===== src/rtl/nested_loop_counter.sv =====
// nested_loop_counter: two-level loop index generator with start/busy/done handshake; optional abort input via NESTED_LOOP_ABORT_EN
module nested_loop_counter #(
  parameter int IW = 8,
  parameter int OW = 8
) (
  input  logic          clk,
  input  logic          rst,
  input  logic          start,
  input  logic [IW-1:0] inner_lim,
  input  logic [OW-1:0] outer_lim,
  input  logic          advance,
`ifdef NESTED_LOOP_ABORT_EN
  input  logic          abort,
`endif
  output logic [IW-1:0] inner_idx,
  output logic [OW-1:0] outer_idx,
  output logic          valid,
  output logic          inner_last,
  output logic          outer_last,
  output logic          busy,
  output logic          done
);
  typedef enum logic [1:0] {IDLE, RUN, DONE} state_t;
  state_t state, state_nx;
  logic [IW-1:0] inner_lim_q;
  logic [OW-1:0] outer_lim_q;
  logic abort_i, in_end, out_end, kill;
`ifdef NESTED_LOOP_ABORT_EN
  assign abort_i = abort;
`else
  assign abort_i = 1'b0;
`endif
  assign in_end  = inner_idx == inner_lim_q;
  assign out_end = outer_idx == outer_lim_q;
  assign kill    = abort_i && state != IDLE;
  // state register; reset discards any nest in flight
  always_ff @(posedge clk or negedge rst)
    if (!rst) state <= IDLE;
    else      state <= state_nx;
  // next state: abort wins, final advance goes through DONE for the completion pulse
  always_comb begin
    state_nx = kill ? IDLE :
               state == IDLE ? (start ? RUN : IDLE) :
               state == RUN  ? (advance && in_end && out_end ? DONE : RUN) : IDLE;
  end
  // limits latch on accepted start; indices step inner-first and return to 0 on completion
  always_ff @(posedge clk or negedge rst)
    if (!rst) begin
      inner_idx   <= '0;
      outer_idx   <= '0;
      inner_lim_q <= '0;
      outer_lim_q <= '0;
    end else if (state == IDLE && start) begin
      inner_idx   <= '0;
      outer_idx   <= '0;
      inner_lim_q <= inner_lim;
      outer_lim_q <= outer_lim;
    end else if (kill) begin
      inner_idx <= '0;
      outer_idx <= '0;
    end else if (state == RUN && advance) begin
      inner_idx <= in_end ? '0 : inner_idx + IW'(1);
      outer_idx <= !in_end ? outer_idx : out_end ? '0 : outer_idx + OW'(1);
    end
  // status decoded from the registered state
  always_comb begin
    valid      = state == RUN;
    busy       = state != IDLE;
    done       = state == DONE;
    inner_last = valid && in_end;
    outer_last = valid && out_end;
  end
endmodule


===== config.mk =====
export PLATFORM = sky130hd
export DESIGN_NAME = nested_loop_counter
export DESIGN_NICKNAME = d
export VERILOG_FILES = /design/src/rtl/nested_loop_counter.sv
export SDC_FILE = /design/constraint.sdc
export NUM_CORES = 1
export LEC_CHECK = 0
export ABC_AREA = 1
export CELL_PAD_IN_SITES_DETAIL_PLACEMENT = 2
export CELL_PAD_IN_SITES_GLOBAL_PLACEMENT = 2
export CORE_UTILIZATION = 25
export DETAILED_ROUTE_END_ITERATION = 7
export PLACE_DENSITY = 0.79
export SLEW_MARGIN = 20
export SYNTH_ARGS = -nofsm -noshare
export SYNTH_HDL_FRONTEND = slang
export SYNTH_SLANG_ARGS = --single-unit

===== constraint.sdc =====
create_clock -name clk -period 1.3 [get_ports clk]
set_input_delay 0.26 -clock clk [delete_from_list [all_inputs] [get_ports clk]]
set_output_delay 0.26 -clock clk [all_outputs]
set_load 0.01 [all_outputs]

==> insert_results.sql <==
INSERT INTO impl_metrics (metric_group, metric, value, unit) VALUES
('run_status', 'run_status', 'complete, but fails checks', ''),
('run_status', 'violations', 'setup timing', ''),
('sta', 'grt_setup_unrepaired', 'yes', ''),
('sta', 'maxSlewViolCount', '0', ''),
('place', 'place_hpwl', '5.02', 'mm'),
('synth', 'synth_enable_flop_cells', '0', ''),
('detailed_routing', 'wirelength', '9.51', 'mm'),
('clocking', 'clk-insertion-delay-late', '0.31', 'ns'),
('synth', 'synth.top_cell.area_share', '44.1', '%'),
('sta', 'timing.slew.headroom', '83.1', '%'),
('synth', 'mappedNetlistArea', '1930', 'sq um'),
('synth', 'post_synth_main_area_contributors', 'sky130_fd_sc_hd__dfrtp_1, sky130_fd_sc_hd__nand2_1, sky130_fd_sc_hd__inv_1', ''),
('power', 'power.density', '1780', 'nW/um^2'),
('grt', 'largest_net_degree_at_the_start_of_global_routing', '35', ''),
('final_layout', 'fraction_of_final_layout_cells_with_drive_strength_greater_than_1', '46.6', '%'),
('floorplan', 'core_area', '7370', 'sq um'),
('floorplan', 'dieHeight', '89.9', 'microns'),
('synth', 'yosys_warnings', '0', ''),
('clocking', 'path_clk_slew', '0.09', 'ns'),
('grt', 'grt_pass1_wl', '12.6', 'mm'),
('grt', 'first_global_vias', '2565', ''),
('clocking', 'cts_root_buf', 'sky130_fd_sc_hd__clkbuf_8', ''),
('detailed_routing', 'number_of_nets_still_failing_antenna_checks_after_routing', '0', ''),
('detailed_routing', 'dr_iter_0_viols', '53', ''),
('place', 'gp_congestion', '0.741', ''),
('clocking', 'hold_buffers', '0', ''),
('critical_path', 'cp_common_cell', 'sky130_fd_sc_hd__nand2_2', ''),
('place', 'placed_cells_incl_taps', '452', ''),
('synth', 'synth-async-reset-ratio', '100', '%'),
('synth', 'synth_largest_area_cell', 'sky130_fd_sc_hd__dfrtp_1', ''),
('final_layout', 'nets', '403', ''),
('clocking', 'cts_htree_levels', '2', ''),
('synth', 'synth_area_per_cell', '7.10', 'sq um'),
('place', 'numPortBuffers', '40', ''),
('final_layout', 'syn2layout_area_growth', '75.7', '%'),
('critical_path', 'crit_fanout', '3', ''),
('sta', 'finalCritPeriodShare', '142', '%'),
('power', 'power.ir.vdd_worst', '0.725', 'mV'),
('floorplan', 'design.die.area', '8080', 'sq um'),
('synth', 'yosysMostFrequentCell', 'sky130_fd_sc_hd__nand2_1', ''),
('detailed_routing', 'first_pass_iters', '4', ''),
('critical_path', 'worstPathCellList', 'buf_6, nand2_2, nand2_2, nand2_2, nor2_4, nand2_2, nor2_2, buf_2', ''),
('floorplan', 'initial_core_util', '26.2', '%'),
('floorplan', 'io_count', '41', ''),
('synth', 'yosys_cell_types', '20', ''),
('critical_path', 'required', '1.04', 'ns'),
('worst_hold_path', 'timing.hold.worst.class', 'input pin to asynchronous set/reset pin', ''),
('synth', 'synth.top_cells.by_count', 'sky130_fd_sc_hd__nand2_1, sky130_fd_sc_hd__dfrtp_1, sky130_fd_sc_hd__inv_1', ''),
('critical_path', 'setup.worst_path.start_class', 'flop', ''),
('synth', 'synth_seq_cells', '34', ''),
('sta', 'setup_ws', '-0.551', 'ns'),
('synth', 'syn_nets', '294', ''),
('synth', 'ys.flop_type', 'sky130_fd_sc_hd__dfrtp_1', ''),
('clocking', 'numCtsBuffers', '5', ''),
('clocking', 'ctsLongestPathBuffers', '2', ''),
('sta', 'finalHoldViolCount', '0', ''),
('detailed_routing', 'via_per_inst', '4.57', ''),
('sta', 'whs', '0.325', 'ns'),
('floorplan', 'standard_cell_rows', '31', ''),
('power', 'total_leakage_power', '0.00178', 'uW'),
('final_layout', 'num_antenna_cells', '0', ''),
('grt', 'antenna_violations_before_repair', '0', ''),
('detailed_routing', 'wire_per_inst', '19.8', 'microns'),
('sta', 'setup_viol', '43', ''),
('sta', 'worstMarginPinSlew', '0.251', 'ns'),
('job', 'max_cap_violations', '0', ''),
('synth', 'sequential_to_total_area_share_from_yosys_stat', '44.1', '%'),
('grt', 'grt_remaining_overflow', '0', ''),
('critical_path', 'timing.critical_path.slowest_cell_delay', '0.45', 'ns'),
('critical_path', 'cpMaxStageDelayCell', 'sky130_fd_sc_hd__dfrtp_1', ''),
('critical_path', 'worstSetupEndpointType', 'output port', '');
-- worst max-delay path, delay by kind of cell, from the launching register on --
kind | cells | cell delay [ns]
AND/OR/NAND/NOR | 6 | 0.55
flip-flops | 1 | 0.45
buffers and inverters | 2 | 0.29
-- power breakdown --
part           switching (uW)  internal [uW]  leakage, uW
Clock                     463            537    0.0000575
Combinational            1780           1500      0.00129
Sequential                336           1430     0.000431
Total                    2580           3470      0.00178
-- path summary, 6_finish.rpt --
kind,startpoint,cells after the start,to,slack (ns)
min in group clk,outer_lim[3],3,outer_lim_q[3],0.51
max in group asynchronous,rst,2,inner_idx[3],0.77
setup reg to reg,inner_idx[1],12,outer_idx[2],-0.49
hold reg to reg,inner_lim_q[3],2,inner_lim_q[3],0.53
setup / recovery,inner_idx[1],8,inner_last,-0.55
hold / removal,rst,2,inner_lim_q[4],0.33
-- metal layers --
metal  vias to the layer above  routed length, microns  GRT usage (%)  part of all wire (%)
met3                        26                     279           4.06                   2.9
met2                        44                    5170           39.5                    54
met5                         -                       0              0                     0
li1                       1032                       -              -                     -
met4                         0                     340           8.20                   3.6
met1                      1094                    3720           20.8                    39
-- timing repair --
item | in CTS | in global routing
setup buffers | 18 | 12
pin swaps | 7 | 26
cloned | 1 | 0
setup endpoints to repair | 55 | 40
resized for setup | 129 | 91
-- cell usage in the layout (no fill, tap or decap), types with 7 or more instances in the layout --
master                            instances
sky130_fd_sc_hd__buf_2                   11
sky130_fd_sc_hd__buf_4                   45
sky130_fd_sc_hd__buf_6                   27
sky130_fd_sc_hd__clkbuf_8                 8
sky130_fd_sc_hd__clkdlybuf4s50_1         19
sky130_fd_sc_hd__dfrtp_1                 32
sky130_fd_sc_hd__inv_1                   22
sky130_fd_sc_hd__inv_2                   11
sky130_fd_sc_hd__nand2_1                 81
sky130_fd_sc_hd__nand2_2                 32
sky130_fd_sc_hd__nand2_4                 12
sky130_fd_sc_hd__nor2_1                  16
sky130_fd_sc_hd__nor2_2                   7
sky130_fd_sc_hd__o21ai_1                  8
-- through the flow --
step                worst slack (ns)  instance area (sq um)  util, %
detailed placement            -0.532                   2800     38.0
finish                        -0.551                   3390     46.0
CTS                           -0.369                   3070     41.7
global placement              -0.490                   2800     38.0
floorplan                    -0.0559                   1960        -
global route                  -0.595                   3390     46.0
-- layout make-up --
class	instances	area (sq um)
clock buffer	8	110
fill	806	3980
inverter	34	140
multi-input combinational	198	1160
sequential	34	853
tap	99	124
timing repair buffer	108	1000
-- logic make-up after synthesis --
group	after synthesis	synth area share, %
AOI/OAI and AO/OA	18	5.38
and+or+nand+nor	164	34.4
xor gates and xnor gates	14	6.35
buffers and inverters	40	8.49
DFF	34	44.1
adders and majority gates	2	1.30
-- registers in the layout, summed over array words and instances, names as in the netlist --
name and cells:
outer_lim_q 8, inner_lim_q 8, inner_idx 8, outer_idx 8
state 2
Note: power is estimated with default switching activity, not from simulation.
==> RTL change 1, RTL diff (same settings) <==
Make the reset (`rst`) synchronous in 2 clocked blocks.
--- a/src/rtl/nested_loop_counter.sv
+++ b/src/rtl/nested_loop_counter.sv
@@ -34,7 +34,7 @@
   assign out_end = outer_idx == outer_lim_q;
   assign kill    = abort_i && state != IDLE;
   // state register; reset discards any nest in flight
-  always_ff @(posedge clk or negedge rst)
+  always_ff @(posedge clk)
     if (!rst) state <= IDLE;
     else      state <= state_nx;
   // next state: abort wins, final advance goes through DONE for the completion pulse
@@ -44,7 +44,7 @@
                state == RUN  ? (advance && in_end && out_end ? DONE : RUN) : IDLE;
   end
   // limits latch on accepted start; indices step inner-first and return to 0 on completion
-  always_ff @(posedge clk or negedge rst)
+  always_ff @(posedge clk)
     if (!rst) begin
       inner_idx   <= '0;
       outer_idx   <= '0;
Formal check against the unedited RTL: differs if rst is asserted again (counterexample within 4 cycles, from zero or initial values and one cycle with rst low); with rst held inactive, the same outputs for 10 cycles.
==> RTL change 1 against the original RTL <==
- the run still ends with setup timing left
- sequential cell count unchanged
- setup slack worse by 0.040 ns
- register-to-register slack better by 0.06 ns
- highest routed layer unchanged
- final area down 0.18%
- sequential share of layout area down 3.5 points
- wire length up 21%
- maximum frequency down 2.1%
- critical path type unchanged
- count of clock-buffer cells in the layout down 1
- via count up 6.3%
- hold slack better by 0.16 ns
- synthesized area down 9.9%
- largest cell class unchanged
Power is not compared: it rests on default switching activity, and its combinational part moved more than twofold at a synthesized area within 25%.
==> RTL change 1: results (changes against the original RTL) <==
RUN STATUS
------------------------------------------------------------------------
Status .................................................... finished, violations left   unchanged
Violations in the final reports ........................... setup timing   unchanged

GLOBAL ROUTING
------------------------------------------------------------------------
Met1 layer usage reported by global route .................       0.2933   was 0.2079
Global-route usage over all layers ........................       0.2560   was 0.2021
GRT met3 Usage ............................................      0.03210   was 0.04061
Global-route wire length before repair ....................     13.67 mm   was 12.64 mm
Pin count of the biggest net entering global routing ......           17   was 35
Met2 Use GR ...............................................       0.4771   was 0.3949
Number of global-route vias before repair .................         2442   was 2565

CLOCKING
------------------------------------------------------------------------
Resized cells post-CTS ....................................          128   was 129
Number of post-CTS setup repair buffers ...................           13   was 18

WORST SETUP PATH
------------------------------------------------------------------------
R2r worst-path depth ......................................           11   was 12
Maximum cell stage delay along the critical path ..........      0.39 ns   was 0.45 ns
Launching element of the worst setup path ................. outer_lim_q[4]   was inner_idx[1]
Destination of the worst register-to-register timing path . outer_idx[7]   was outer_idx[2]
Crit path to ..............................................   outer_last   was inner_last
Register-to-register path setup slack .....................     -0.43 ns   was -0.49 ns
Startpoint of the most critical register-to-register path . outer_idx[4]   was inner_idx[1]

SYNTHESIS
------------------------------------------------------------------------
Syn Nets ..................................................          291   was 294
Cell type with the highest aggregate area in the netlist .. sky130_fd_sc_hd__dfxtp_1   was sky130_fd_sc_hd__dfrtp_1
Synth Area in Compound Gates ..............................       0.1237   was 0.05379
Area share of xor/xnor cells in the synthesized design ....      0.03019   was 0.06351
Top cell types by occurrence after synthesis .............. sky130_fd_sc_hd__nand2_1, sky130_fd_sc_hd__inv_1, sky130_fd_sc_hd__dfxtp_1, sky130_fd_sc_hd__nor2_1, sky130_fd_sc_hd__a21oi_1   was sky130_fd_sc_hd__nand2_1, sky130_fd_sc_hd__dfrtp_1, sky130_fd_sc_hd__inv_1, sky130_fd_sc_hd__nor2_1, sky130_fd_sc_hd__o21ai_0
Seq/Total Area, Yosys .....................................       0.3911   was 0.4407
Area share of fa/ha/maj cells after synthesis .............      0.01438   was 0.01296

PLACED DESIGN
------------------------------------------------------------------------
Place WS ..................................................   -0.6326 ns   was -0.5320 ns
Final weighted congestion in routability-driven placement .       0.7491   was 0.7408
Half-perimeter wire length after placement ................     5.499 mm   was 5.017 mm

WORST HOLD PATH
------------------------------------------------------------------------
Hold Crit Class ........................................... flip-flop to flip-flop   was input pin to async pin

CELLS AND AREA
------------------------------------------------------------------------
Proportion of layout cells with a drive suffix above 1 ....       0.6396   was 0.4660
Fillers ...................................................          763   was 806
Nets ......................................................          416   was 403

ROUTING
------------------------------------------------------------------------
Detail Route met2 WL ......................................     5.950 mm   was 5.173 mm
Routed wirelength normalized by instance count ............     24.28 um   was 19.78 um
Detailed route wirelength on metal3 .......................       374 um   was 279 um

TIMING
------------------------------------------------------------------------
Setup slack after layout ..................................   -0.5910 ns   was -0.5506 ns
Setup TNS after final layout ..............................    -6.664 ns   was -9.698 ns
Final clock skew ..........................................   0.01068 ns   was 0.01130 ns
# setup viols final .......................................           23   was 43
Worst-Margin Slew .........................................    0.3621 ns   was 0.2506 ns

RTL change 1: critical path: cells and delay by family (launching register included):
family	cells	cell delay (ns)
flip-flops	1	0.39
buffers and inverters	3	0.23
AND/OR/NAND/NOR	6	0.69
RTL change 1: layout make-up:
class,count,area (um^2),area share
clock buffer,7,76.32,0.02254
multi-input combinational,188,1271,0.3755
inverter,43,176.4,0.05211
timing repair buffer,122,1028,0.3038
tap,80,100.1,0.02956
sequential,34,733.2,0.2166
RTL change 1: cell families after synthesis:
family,Yosys count
buffers and inverters,47
adder cells (fa/ha/maj),2
flip-flops,34
XOR/XNOR,6
AND/OR/NAND/NOR,137
AO/OA/AOI/OAI,43
RTL change 1: stage by stage:
step	hold slack, ns	power, mW	instance area (um^2)	instances
2_1_floorplan	0.3984	1.371	1767	269
3_3_place_gp	0.4545	1.642	2738	448
3_5_place_dp	0.4616	1.680	2738	448
4_1_cts	0.4765	2.553	3029	463
5_1_grt	0.4971	2.863	3386	474
6_report	0.4821	2.772	3386	474
==> RTL change 2, RTL diff (same settings) <==
Made on the original files. Set the parameter `OW` to 16 (it was 8).
--- a/src/rtl/nested_loop_counter.sv
+++ b/src/rtl/nested_loop_counter.sv
@@ -1,7 +1,7 @@
 // nested_loop_counter: two-level loop index generator with start/busy/done handshake; optional abort input via NESTED_LOOP_ABORT_EN
 module nested_loop_counter #(
   parameter int IW = 8,
-  parameter int OW = 8
+  parameter int OW = 16
 ) (
   input  logic          clk,
   input  logic          rst,
Interface: changed (resized outer_idx and outer_lim); port bits go from 41 to 57. No check against the original RTL was run, so the function may have changed too.
==> RTL change 2 against the original RTL <==
- the run still ends with setup timing left
- wire length rose by 85%
- sequential cell count increased by 16
- synthesized area is 50% higher
- setup slack worse by 0.091 ns
- power increased by 24%
- via count is 61% higher
- sequential power is 32% higher
- utilization is 6.6 points higher
- final area is 76% higher
- final cell count increased by 48%
- non-clock buffer count rose by 84
- first-iteration DRC count grew 75%
==> RTL change 2: results (changes against the original RTL) <==
CELLS AND AREA
-------------------------------------------------------------------------------
Proportion of layout cells with a drive suffix above 1 ...........       0.6162   was 0.4660
Nets .............................................................          597   was 403

WORST SETUP PATH
-------------------------------------------------------------------------------
Crit path arrival time ...........................................      1.68 ns   was 1.59 ns
Launching element of the worst setup path ........................ outer_idx[9]   was inner_idx[1]
Maximum fanout along the worst path ..............................            4   was 3

TIMING
-------------------------------------------------------------------------------
Final clock skew .................................................  0.009174 ns   was 0.01130 ns
Setup slack after layout .........................................   -0.6413 ns   was -0.5506 ns
# setup viols final ..............................................           65   was 43
Worst-Margin Slew ................................................    0.3862 ns   was 0.2506 ns

RUN STATUS
-------------------------------------------------------------------------------
Status ........................................................... finished, violations left   unchanged
Violations in the final reports .................................. setup timing   unchanged

CLOCKING
-------------------------------------------------------------------------------
CTS root buffer .................................................. sky130_fd_sc_hd__clkbuf_16   was sky130_fd_sc_hd__clkbuf_8

GLOBAL ROUTING
-------------------------------------------------------------------------------
Number of global-route vias before repair ........................         4151   was 2565
GRT met3 Usage ...................................................      0.05216   was 0.04061
Pin count of the biggest net entering global routing .............           51   was 35
Global-route usage over all layers ...............................       0.2839   was 0.2021
Met2 Use GR ......................................................       0.5482   was 0.3949

SYNTHESIS
-------------------------------------------------------------------------------
Area share of xor/xnor cells in the synthesized design ...........      0.05426   was 0.06351
Seq/Total Area, Yosys ............................................       0.4307   was 0.4407
Multiplexer area fraction after synthesis ........................      0.03488   was 0
Post-synth cell types ............................................           28   was 20
Area share of fa/ha/maj cells after synthesis ....................     0.008613   was 0.01296
Top cell types by occurrence after synthesis ..................... sky130_fd_sc_hd__nand2_1, sky130_fd_sc_hd__dfrtp_1, sky130_fd_sc_hd__nor2_1, sky130_fd_sc_hd__inv_1, sky130_fd_sc_hd__nand3_1   was sky130_fd_sc_hd__nand2_1, sky130_fd_sc_hd__dfrtp_1, sky130_fd_sc_hd__inv_1, sky130_fd_sc_hd__nor2_1, sky130_fd_sc_hd__o21ai_0
Syn Nets .........................................................          409   was 294
Synthesized instance count .......................................          379   was 272

PLACED DESIGN
-------------------------------------------------------------------------------
# port buffers ...................................................           56   was 40
Place WS .........................................................   -0.6551 ns   was -0.5320 ns
Placed cell areas ................................................    4294 um^2   was 2804 um^2
Final weighted congestion in routability-driven placement ........       0.8149   was 0.7408

ROUTING
-------------------------------------------------------------------------------
Total routed wire length on the met1 layer .......................     6.422 mm   was 3.719 mm
Total length of routed wires .....................................     17.56 mm   was 9.512 mm
Number of DRC markers after the initial detailed-route iteration .           93   was 53
Detailed route wirelength on metal3 ..............................       647 um   was 279 um
Detail Route met2 WL .............................................     9.606 mm   was 5.173 mm
Number of vias per cell ..........................................        4.958   was 4.565

POWER AND IR DROP
-------------------------------------------------------------------------------
Logic pwr share ..................................................        0.465   was 0.543
Leakage power total ..............................................     2.728 nW   was 1.781 nW
Worst supply voltage drop on vdd .................................     1.448 mV   was 0.7249 mV
Total power density per cell area ................................ 1255 nW/um^2   was 1784 nW/um^2

-- RTL change 2: changes by cell type in the layout (fill, tap and decap cells not counted), sizes merged, moves of 12 or more --
cell   change
buf       +74
a21oi     +17
dfrtp     +16
nand3     +20
inv       +12
nor2      +24
-- RTL change 2: final timing paths --
path / endpoint / slack (ns) / cells after the start
max: outer_last / -0.64 / 9
min: outer_lim_q[3] / 0.45 / 3
max reg2reg: outer_idx[12] / -0.61 / 8
min reg2reg: inner_lim_q[1] / 0.54 / 1
max in group asynchronous: outer_idx[9] / 0.54 / 3
min in group clk: inner_lim_q[1] / 0.54 / 1
-- RTL change 2: critical path: stages, from the launching register on --
cell	delay, ns
sky130_fd_sc_hd__dfrtp_2	0.42
sky130_fd_sc_hd__inv_2	0.06
sky130_fd_sc_hd__nand2_1	0.06
sky130_fd_sc_hd__nand2_1	0.10
sky130_fd_sc_hd__nor2_2	0.16
sky130_fd_sc_hd__nand2_2	0.09
sky130_fd_sc_hd__nor2_4	0.17
sky130_fd_sc_hd__nand2_4	0.10
sky130_fd_sc_hd__nor2_4	0.09
sky130_fd_sc_hd__buf_6	0.10
-- RTL change 2: area by class of cell --
class | count | area (um^2)
multi-input combinational | 275 | 2067
tap | 143 | 178.9
clock inverter | 3 | 47.55
timing repair buffer | 192 | 2136
inverter | 43 | 161.4
fill | 1165 | 5389
sequential | 50 | 1265
clock buffer | 5 | 125.1
-- RTL change 2: repair_timing --
item / 4_1_cts / 5_1_grt
resized for setup: 278 / 116
endpoints found under the setup margin: 79 / 78
setup buffers: 44 / 21
endpoints found under the hold margin: 50 / 0
hold buffers: 1 / 0
cloned: 11 / 0
pin swaps: 26 / 28
